### config.mk
export PLATFORM = sky130hd
export DESIGN_NAME = imem_loader
export DESIGN_NICKNAME = d
export VERILOG_FILES = /design/src/rtl/imem_loader.sv
export SDC_FILE = /design/constraint.sdc
export NUM_CORES = 1
export LEC_CHECK = 0
export ABC_AREA = 1
export BUFFER_PORTS_ARGS = -buffer_cell sky130_fd_sc_hd__buf_2
export CORE_MARGIN = 2
export CORE_UTILIZATION = 25
export DETAILED_ROUTE_END_ITERATION = 8
export HOLD_SLACK_MARGIN = 0.12
export PLACE_DENSITY_LB_ADDON = 0.15
export SKIP_CTS_REPAIR_TIMING = 1
export SLEW_MARGIN = 20
export SYNTH_ARGS = -nofsm -noshare
export SYNTH_HDL_FRONTEND = slang
export SYNTH_SLANG_ARGS = --single-unit
### constraint.sdc
create_clock -name clk -period 4.3 [get_ports clk]
set_input_delay 0.43 -clock clk [delete_from_list [all_inputs] [get_ports clk]]
set_output_delay 0.43 -clock clk [all_outputs]
set_load 0.1 [all_outputs]
### src/rtl/imem_loader.sv
// imem_loader: streams bytes from a source into 32-bit instruction-memory
// words while holding the core in reset, then releases it.
//
// Ports:
//   clk          rising-edge clock for all state
//   rst          asynchronous, active-low reset
//   start        one-cycle load request, honoured only when idle
//   base_addr    byte address of the first word (low two bits dropped)
//   word_count   number of 32-bit words to load, captured with start
//   byte_valid   source byte present
//   byte_data    source byte
//   byte_ready   loader accepts a byte this cycle
//   mem_we       instruction-memory write request
//   mem_addr     word-aligned write address
//   mem_wdata    assembled little-endian write word
//   mem_ack      memory accepted the write this cycle
//   hold_core    keeps the core in reset while a load is in progress
//   busy         high whenever the loader is not idle
//   done         one-cycle pulse on successful completion
//   err          sticky timeout flag, cleared by the next accepted start
module imem_loader #(
    parameter int unsigned TIMEOUT_CYCLES = 65535
) (
    input  logic        clk,
    input  logic        rst,
    input  logic        start,
    input  logic [31:0] base_addr,
    input  logic [15:0] word_count,
    input  logic        byte_valid,
    input  logic [7:0]  byte_data,
    output logic        byte_ready,
    output logic        mem_we,
    output logic [31:0] mem_addr,
    output logic [31:0] mem_wdata,
    input  logic        mem_ack,
    output logic        hold_core,
    output logic        busy,
    output logic        done,
    output logic        err
);

    localparam int unsigned TO_W = $clog2(TIMEOUT_CYCLES + 1);

    typedef enum logic [1:0] {
        IDLE    = 2'd0,
        COLLECT = 2'd1,
        WRITE   = 2'd2,
        DONE    = 2'd3
    } state_e;

    state_e            state_q,      state_d;
    logic [31:0]       addr_q,       addr_d;
    logic [15:0]       words_left_q, words_left_d;
    logic [1:0]        byte_cnt_q,   byte_cnt_d;
    logic [31:0]       word_q,       word_d;
    logic [TO_W-1:0]   to_cnt_q,     to_cnt_d;
    logic              err_q,        err_d;
    logic              hold_core_q,  hold_core_d;

    always_ff @(posedge clk or negedge rst) begin
        if (!rst) begin
            state_q      <= IDLE;
            addr_q       <= '0;
            words_left_q <= '0;
            byte_cnt_q   <= '0;
            word_q       <= '0;
            to_cnt_q     <= '0;
            err_q        <= 1'b0;
            hold_core_q  <= 1'b0;
        end else begin
            state_q      <= state_d;
            addr_q       <= addr_d;
            words_left_q <= words_left_d;
            byte_cnt_q   <= byte_cnt_d;
            word_q       <= word_d;
            to_cnt_q     <= to_cnt_d;
            err_q        <= err_d;
            hold_core_q  <= hold_core_d;
        end
    end

    always_comb begin
        state_d      = state_q;
        addr_d       = addr_q;
        words_left_d = words_left_q;
        byte_cnt_d   = byte_cnt_q;
        word_d       = word_q;
        to_cnt_d     = to_cnt_q;
        err_d        = err_q;

        unique case (state_q)
            IDLE: begin
                if (start) begin
                    addr_d       = base_addr & ~32'd3;
                    words_left_d = word_count;
                    err_d        = 1'b0;
                    byte_cnt_d   = '0;
                    word_d       = '0;
                    to_cnt_d     = '0;
                    state_d      = (word_count != 16'd0) ? COLLECT : DONE;
                end
            end
            COLLECT: begin
                if (byte_valid) begin
                    // Little-endian: byte k lands in bits [8k+7:8k].
                    word_d[{byte_cnt_q, 3'b000} +: 8] = byte_data;
                    byte_cnt_d = byte_cnt_q + 2'd1;
                    to_cnt_d   = '0;
                    if (byte_cnt_q == 2'd3) begin
                        state_d = WRITE;
                    end
                end else if (to_cnt_q == TO_W'(TIMEOUT_CYCLES - 1)) begin
                    // This idle cycle brings the count to the limit: abandon
                    // the partial word without writing and without done.
                    err_d      = 1'b1;
                    word_d     = '0;
                    byte_cnt_d = '0;
                    to_cnt_d   = '0;
                    state_d    = IDLE;
                end else begin
                    to_cnt_d = to_cnt_q + 1'b1;
                end
            end
            WRITE: begin
                if (mem_ack) begin
                    addr_d       = addr_q + 32'd4;
                    words_left_d = words_left_q - 16'd1;
                    byte_cnt_d   = '0;
                    to_cnt_d     = '0;
                    state_d      = (words_left_q == 16'd1) ? DONE : COLLECT;
                end
            end
            DONE: begin
                state_d = IDLE;
            end
            default: begin
                state_d = IDLE;
            end
        endcase

        // Registered copy of busy that tracks it cycle-for-cycle.
        hold_core_d = (state_d != IDLE);
    end

    assign byte_ready = (state_q == COLLECT);
    assign mem_we     = (state_q == WRITE);
    assign mem_addr   = addr_q;
    assign mem_wdata  = word_q;
    assign busy       = (state_q != IDLE);
    assign done       = (state_q == DONE);
    assign err        = err_q;
    assign hold_core  = hold_core_q;

endmodule

* Word-level counts from Yosys, hierarchy flattened
Index checks and enable logic that the tools add are counted.
** Operators by class
- Add/subtract/negate cells :: 5
- $mul :: 0
- Div/mod/pow operators :: 0
- Magnitude comparators :: 0
- Equal/unequal tests :: 11
- Shift operators :: 2
- Multiplexer cells :: 33
- Bitwise operators :: 0
- Reduce and logical (&&, ||, !) cells :: 12
** Operators by type and width (count)
- $mux 32 :: 5
- $pmux 32 s2 :: 2
- $mux 16 :: 6
- $pmux 16 s3 :: 1
- $add 32x3->32 const B :: 1
- $bwmux 32 :: 1
- $pmux 16 s2 :: 1
- $shift 8x7->32 const A :: 1
- $shiftx 8x7->32 :: 1
- $mux 2 :: 11
- $add 16x1->16 const B :: 1
- $eq 16x1->1 const B :: 1
- $eq 16x16->1 const B :: 1
- $reduce_bool 16->1 :: 1
- $sub 16x1->16 const B :: 1
- $reduce_and 3->1 :: 3
- $pmux 2 s4 :: 1
- $reduce_and 4->1 :: 2
- $reduce_bool 2->1 :: 4
- $neg 5->7 :: 1
- $eq 2x2->1 const B :: 3
- $pmux 2 s3 :: 1
- $ne 2x1->1 const B :: 2
- $ne 2x2->1 const B :: 2
- other kinds (7) :: 9
** Storage, ports and cells
- Register bits after elaboration :: 102
- Latch bits :: 0
- RAM bits :: 0
- ROM bits :: 0
- Input bits :: 61
- Output and inout port bits :: 70
- Word-level logic and storage cells :: 71
- Memories kept :: 0

* Depth between registers and ports, before layout
Gate-level depths: netlist of the first run.
- Depth after elaboration :: 5
- Depth in mapped cells :: 10
- Depth with buffers taken out :: 10

* Worst setup path before layout of the first run
No wires, ideal clock.
- Kind :: reg-to-reg
- Start :: register addr_q[2] (netlist: mem_addr[2])
- End :: register addr_q[26] (netlist: mem_addr[26])
- Setup time :: 0.120 ns
- Arrival :: 2.133 ns
- Data required time :: 4.180 ns
- Setup slack :: 2.047 ns
- Cell stages (with the launch flop) :: 11
- Buffers on the path :: 0
- Period minus slack after synthesis :: 2.253 ns
- Cells stage by stage :: dfrtp_1 ha_1 inv_1 nor2_1 nand2_1 inv_1 nand2_1 nand2_1 nand3_1 nand2_1 nand2_1
** Between the ends
- Word-level cells in the longest chain between the ends :: 3
** RTL lines
- start, declared :: line 52 : logic [31:0] addr_q, addr_d;
- start signal, assigned :: line 72 : addr_q <= addr_d;
- $add 32x3->32 :: line 126 : addr_d = addr_q + 32'd4;
- $mux 32 :: line 125 : if (mem_ack) begin
- $pmux 32 s2 :: line 91 : unique case (state_q)
Every way passes these cells. The select of a mux whose other input is x is not followed.
A chain may end at the register's enable or synchronous reset.

* Worst setup path after layout of the first run
- Start :: register state_q[1]
- End :: output mem_we
** Between the ends
- Word-level cells in the longest chain between the ends :: 1
** RTL lines
- start, declared :: line 51 : state_e state_q, state_d;
- start signal, assigned :: line 71 : state_q <= state_d;
- $eq 2x2->1 :: line 146 : assign mem_we = (state_q == WRITE);
- end, declared :: line 32 : output logic mem_we,
Every way passes these cells.

==> impl_metrics.toml, run 1 <==
[status]
outcome = "finished clean"

[grt]
grt_max_degree = 53
grt_usage_pct = 15.4
antenna_found_initial = 0
grt_pass1_vias = 5962
grt_pass1_wl_um = 31800
globalRoute.totalOverflow = 0

[clock_tree]
cts-root-buf = "clkbuf_16"
cts-htree-levels = 3
clockBufferDepth = 2
clkSlewWorstSetupHoldPaths_ns = 0.08
clock_latency_ns = 0.36
clkSinkCount = 100
cts_tree = "done"
cts_inserted_buffers = 9

[final_layout]
finalInstanceArea_um2 = 7430
final_layout_size_suffix_gt1_share_pct = 16.1
final_cell_mix = "353 x nand2_1, 133 x nor2_1, 125 x buf_2"
area_growth_pct = 20.9
final_common_cell = "nand2_1"
fin_util_pct = 30.6
nNetsFinal = 1120

[drt]
viasPerCell = 4.39
route.detailed.drc = 0
drt-initial-drc-count = 375
vias = 6064
drt_pass1_iterations = 4
wl_per_cell_um = 13.9
ant_nets = 0
routed_wl_um = 19200

[worst_setup_path]
worstSetupStartpointType = "flop"
crit_fanout = 30
path_class = "reg2out"
end_kind = "output port"
crit_required_ns = 3.87
arrival_ns = 2.10

[synth]
ys_seq_area_share_pct = 40.7
postSynthCellCount = 931
ys_ff_latch = 100
yosysUniqueCellTypes = 35
syn_avg_cell_area_um2 = 6.60
synth_area_um2 = 6150
yosys_warnings = 0

[sta]
setup_violations = 0
slew_violations = 0
min_period_ns = 2.53
fin_tns_setup_ns = 0
fin_crit_sh_pct = 58.8
finClkSkew_ns = 0.0133
max_freq_mhz = 396
slew_headroom_pct = 43.5
rsz0062_at_grt = "no"
worst_slew_pin_slew_ns = 0.847
finalHoldViolCount = 0

[placement]
io_buffers = 126
gp_congestion = 0.815
dp_hpwl_um = 14500
dpl_cell_area_um2 = 7120

[die]
ios = 131
start_util_pct = 25.4
dieWidth_um = 161
dieArea_um2 = 25900
row_count = 57
die_h_um = 161
design.core.area_um2 = 24200

[pwr]
ir_drop_v = 0.000338
pwr_density_cell_nw_per_um2 = 699
p_leak_nw = 3.90

[flow_run]
drv_cap = 0

[hold_path]
holdCritPathClass = "in2reg"
-- power breakdown --
group	switching (mW)	internal [mW]	total (mW)	leakage (nW)
Combinational	2.24	0.516	2.76	2.45
Clock	0.440	0.416	0.856	0.149
Sequential	0.373	1.20	1.57	1.30
-- critical path, cell delays in order, from the launching register on --
cell,delay [ns]
dfrtp_1,0.49
inv_1,0.11
nor2_4,0.57
buf_2,0.55
-- per-layer routing --
layer | track usage, % | vias up | wire length [um]
met2 | 25.6 | 113 | 8760
met4 | 2.88 | 0 | 123
met3 | 3.28 | 8 | 972
met5 | 0 | - | 0
met1 | 20.7 | 2790 | 9390
li1 | - | 3153 | -
-- per-stage QoR --
step / power [mW] / hold slack [ns] / std cells / worst slack, ns
floorplan: 3.75 / 0.134 / 932 / 2.05
global placement: 4.37 / 0.414 / 1362 / 2.09
CTS: 5.25 / 0.0269 / 1378 / 1.72
global route: 5.55 / 0.312 / 1379 / 1.63
detailed placement: 4.38 / 0.413 / 1362 / 2.11
finish: 5.19 / 0.307 / 1380 / 1.77
-- sequential cells by signal, indices dropped and copies added (netlist names) --
| signal | flops |
|---|---|
| hold_core | 1 |
| state_q | 2 |
| byte_cnt_q | 2 |
| mem_addr | 30 |
| to_cnt_q | 16 |
| words_left_q | 16 |
| mem_wdata | 32 |
| err | 1 |
-- kinds of logic (layout without fill, tap and decap cells) --
kind of cell / Yosys count / after routing / share of synthesized area, %
and+or+nand+nor: 593 / 593 / 39.5
buffers and inverters: 125 / 248 / 8.02
DFF: 100 / 100 / 40.7
AOI/OAI and AO/OA: 95 / 95 / 8.75
adders and majority gates: 9 / 9 / 1.83
xor gates and xnor gates: 8 / 8 / 1.14
other: 1 / 3 / 0.0610
-- Yosys cell counts (all sizes together) --
cell	count	area (um^2)
a21oi	17	85.1
conb	1	3.75
inv	100	375
a31oi	6	37.5
nor2	136	526
nand2	356	1340
nand3b	1	7.51
dfrtp	100	2500
nand4	6	37.5
o211ai	1	7.51
a2bb2oi	1	8.76
nor3	8	45.0
a22oi	1	7.51
o22a	1	8.76
buf	15	80.1
o21ai	59	318
nand3	76	390
xnor2	2	17.5
clkbuf	10	37.5
nor4	1	21.3
o21bai	5	37.5
xor2	6	52.6
ha	9	113
o31ai	2	15.0
or2	9	56.3
o22ai	2	12.5
-- final cells by class --
cell class / instances / area (um^2)
fill: 2748 / 16800
multi-input combinational: 707 / 3160
sequential: 100 / 2500
timing repair buffer: 132 / 681
tap: 324 / 405
inverter: 100 / 375
clock buffer: 9 / 225
clock inverter: 7 / 76.3
antenna: 1 / 2.50
-- path summary, 6_finish.rpt --
check / to / slack (ns) / startpoint / cells after the start
setup / recovery: mem_we / 1.77 / state_q[1] / 3
hold / removal: mem_wdata[22] / 0.31 / byte_data[6] / 3
setup reg to reg: words_left_q[15] / 2.10 / state_q[0] / 7
hold reg to reg: mem_wdata[9] / 0.47 / mem_wdata[9] / 2
max in group asynchronous: to_cnt_q[9] / 2.87 / rst / 3
min in group asynchronous: words_left_q[2] / 0.56 / rst / 2
Note: power is estimated with default switching activity, not from simulation.
==> run 2, diff against run 1 <==
Clock period 4.3 ns to 2.6 ns, I/O delays scaled along.
==> run 2 against run 1 <==
Utilization up 0.34 points. Die area unchanged. Design area rose by 1.1%. Sequential share of layout area decreased by 0.37 points. Clock power grew 75%. Routed wire length grew 0.68%. Total power rose by 68%. Hold slack worse by 0.18 ns. Count of clock-buffer cells in the layout is the same. Cell count up 0.43%. Register-to-register slack got worse by 1.5 ns. Largest power group unchanged.
==> impl_metrics.toml, run 2 (synthesized netlist as in run 1, its figures left out) <==
[status]
outcome = "finished clean"

[grt]
grt_pass1_vias = 5901
antenna_found_initial = 1
globalRoute.totalOverflow = 0
grt_max_degree = 57
grt_pass1_wl_um = 31700
grt_usage_pct = 15.3

[worst_setup_path]
path_class = "reg2out"
end_kind = "output port"
crit_required_ns = 2.34
arrival_ns = 1.78
cpLargestDelayFamily = "buffers and inverters"
path_cells = "inv_1 -> nor2_4 -> buf_2"
slowest_delay_ns = 0.50
slowest_stage = "buf_2"
path_buf_inv = 2
worstSetupStartpointType = "flop"
crit_fanout = 9

[clock_tree]
cts-root-buf = "clkbuf_16"
cts_inserted_buffers = 9
clkSlewWorstSetupHoldPaths_ns = 0.09
cts_tree = "done"
clkSinkCount = 100
cts-htree-levels = 3
clockBufferDepth = 2
clock_latency_ns = 0.36

[final_layout]
final_common_cell = "nand2_1"
seq_area_um2 = 2500
final_cell_mix = "353 x nand2_1, 133 x nor2_1, 125 x buf_2"
area_growth_pct = 22.2
finalInstanceArea_um2 = 7510
largest_register_ff_count = 32
fin_cells = 1386
filler_cell_count = 2753
final_layout_size_suffix_gt1_share_pct = 16.6
multiInputGateArea_um2 = 3160
nNetsFinal = 1126

[die]
dieArea_um2 = 25900
design.core.area_um2 = 24200
die_h_um = 161
start_util_pct = 25.4
row_count = 57
ios = 131
dieWidth_um = 161

[drt]
drt_pass1_iterations = 5
wl_per_cell_um = 14.0
vias = 6128
route.detailed.drc = 0
drt-initial-drc-count = 326
ant_nets = 0
routed_wl_um = 19400
viasPerCell = 4.42

[pwr]
ir_drop_v = 0.000577
pwr_density_cell_nw_per_um2 = 1160
cellInternalPower_mw = 3.66
switching_share_pct = 58.1
clockPowerShare_pct = 17.2
p_switching_mw = 5.07
p_total_mw = 8.72
p_leak_nw = 3.94
seqPwrFrac_pct = 29.7
combPwrFrac_pct = 53.1

[hold_path]
holdCritPathClass = "in2reg"

[placement]
dpl_cell_area_um2 = 7190
gp_congestion = 0.822
dp_hpwl_um = 14700
io_buffers = 126
dp.cells = 1368

[sta]
fin_tns_setup_ns = 0
rsz0062_at_grt = "no"
slew_headroom_pct = 61.5
finalHoldViolCount = 0
worst_slew_pin_slew_ns = 0.578
finClkSkew_ns = 0.0136
slew_violations = 0
setup_violations = 0
min_period_ns = 2.04
fin_crit_sh_pct = 78.4
max_freq_mhz = 491

[flow_run]
drv_cap = 0
## run 2: changes by cell type in the layout (fill, tap and decap cells not counted)
cell        before  now
inv_6            1    2
buf_4            6   10
clkinvlp_4       0    1
clkinv_8         1    0
buf_12           0    2
bufinv_16        0    1
clkinv_4         2    0
## run 2: power by group through the flow
stage	Sequential [mW]	Clock, mW	Combinational, mW
floorplan	4.47	0	1.73
global placement	2.62	0	4.67
detailed placement	2.62	0	4.66
CTS	2.59	1.55	4.68
global route	2.68	1.61	5.02
finish	2.59	1.50	4.63
## run 2: path summary, 6_finish.rpt
check,startpoint,end,slack (ns),cells after the start
setup / recovery,state_q[1],mem_we,0.56,3
hold / removal,byte_data[5],mem_wdata[21],0.13,3
setup reg to reg,mem_addr[2],mem_addr[26],0.61,10
hold reg to reg,mem_wdata[10],mem_wdata[10],0.48,2
max in group asynchronous,rst,mem_wdata[24],1.58,3
min in group asynchronous,rst,words_left_q[1],0.36,2
## run 2: layout make-up
cell class | instances | share of cell area (%)
clock inverter | 7 | 1.18
antenna | 1 | 0.0333
timing repair buffer | 138 | 9.99
tap | 324 | 5.40
multi-input combinational | 707 | 42.1
inverter | 100 | 5.00
sequential | 100 | 33.3
clock buffer | 9 | 3.00
## run 2: stage by stage
stage | hold slack (ns) | util, % | worst slack, ns
2_1_floorplan | -0.0356 | - | 0.347
3_3_place_gp | 0.208 | 29.6 | 0.585
3_5_place_dp | 0.205 | 29.6 | 0.572
4_1_cts | -0.185 | 30.9 | 0.526
5_1_grt | 0.137 | 31.0 | 0.337
6_report | 0.131 | 31.0 | 0.563
## run 2: tightest hold or removal path, stage by stage
cell	delay, ns
buf_2	0.11
nand2_1	0.05
nand2_1	0.04
## run 2: metal layers
layer  up-vias  global-route usage [%]  share of wire [%]
li1       3164                       -                  -
met1      2824                    20.9                 49
met2       121                    25.2                 45
met3        19                    2.82                4.4
met4         0                    3.86                1.5
met5         -                       0                  0
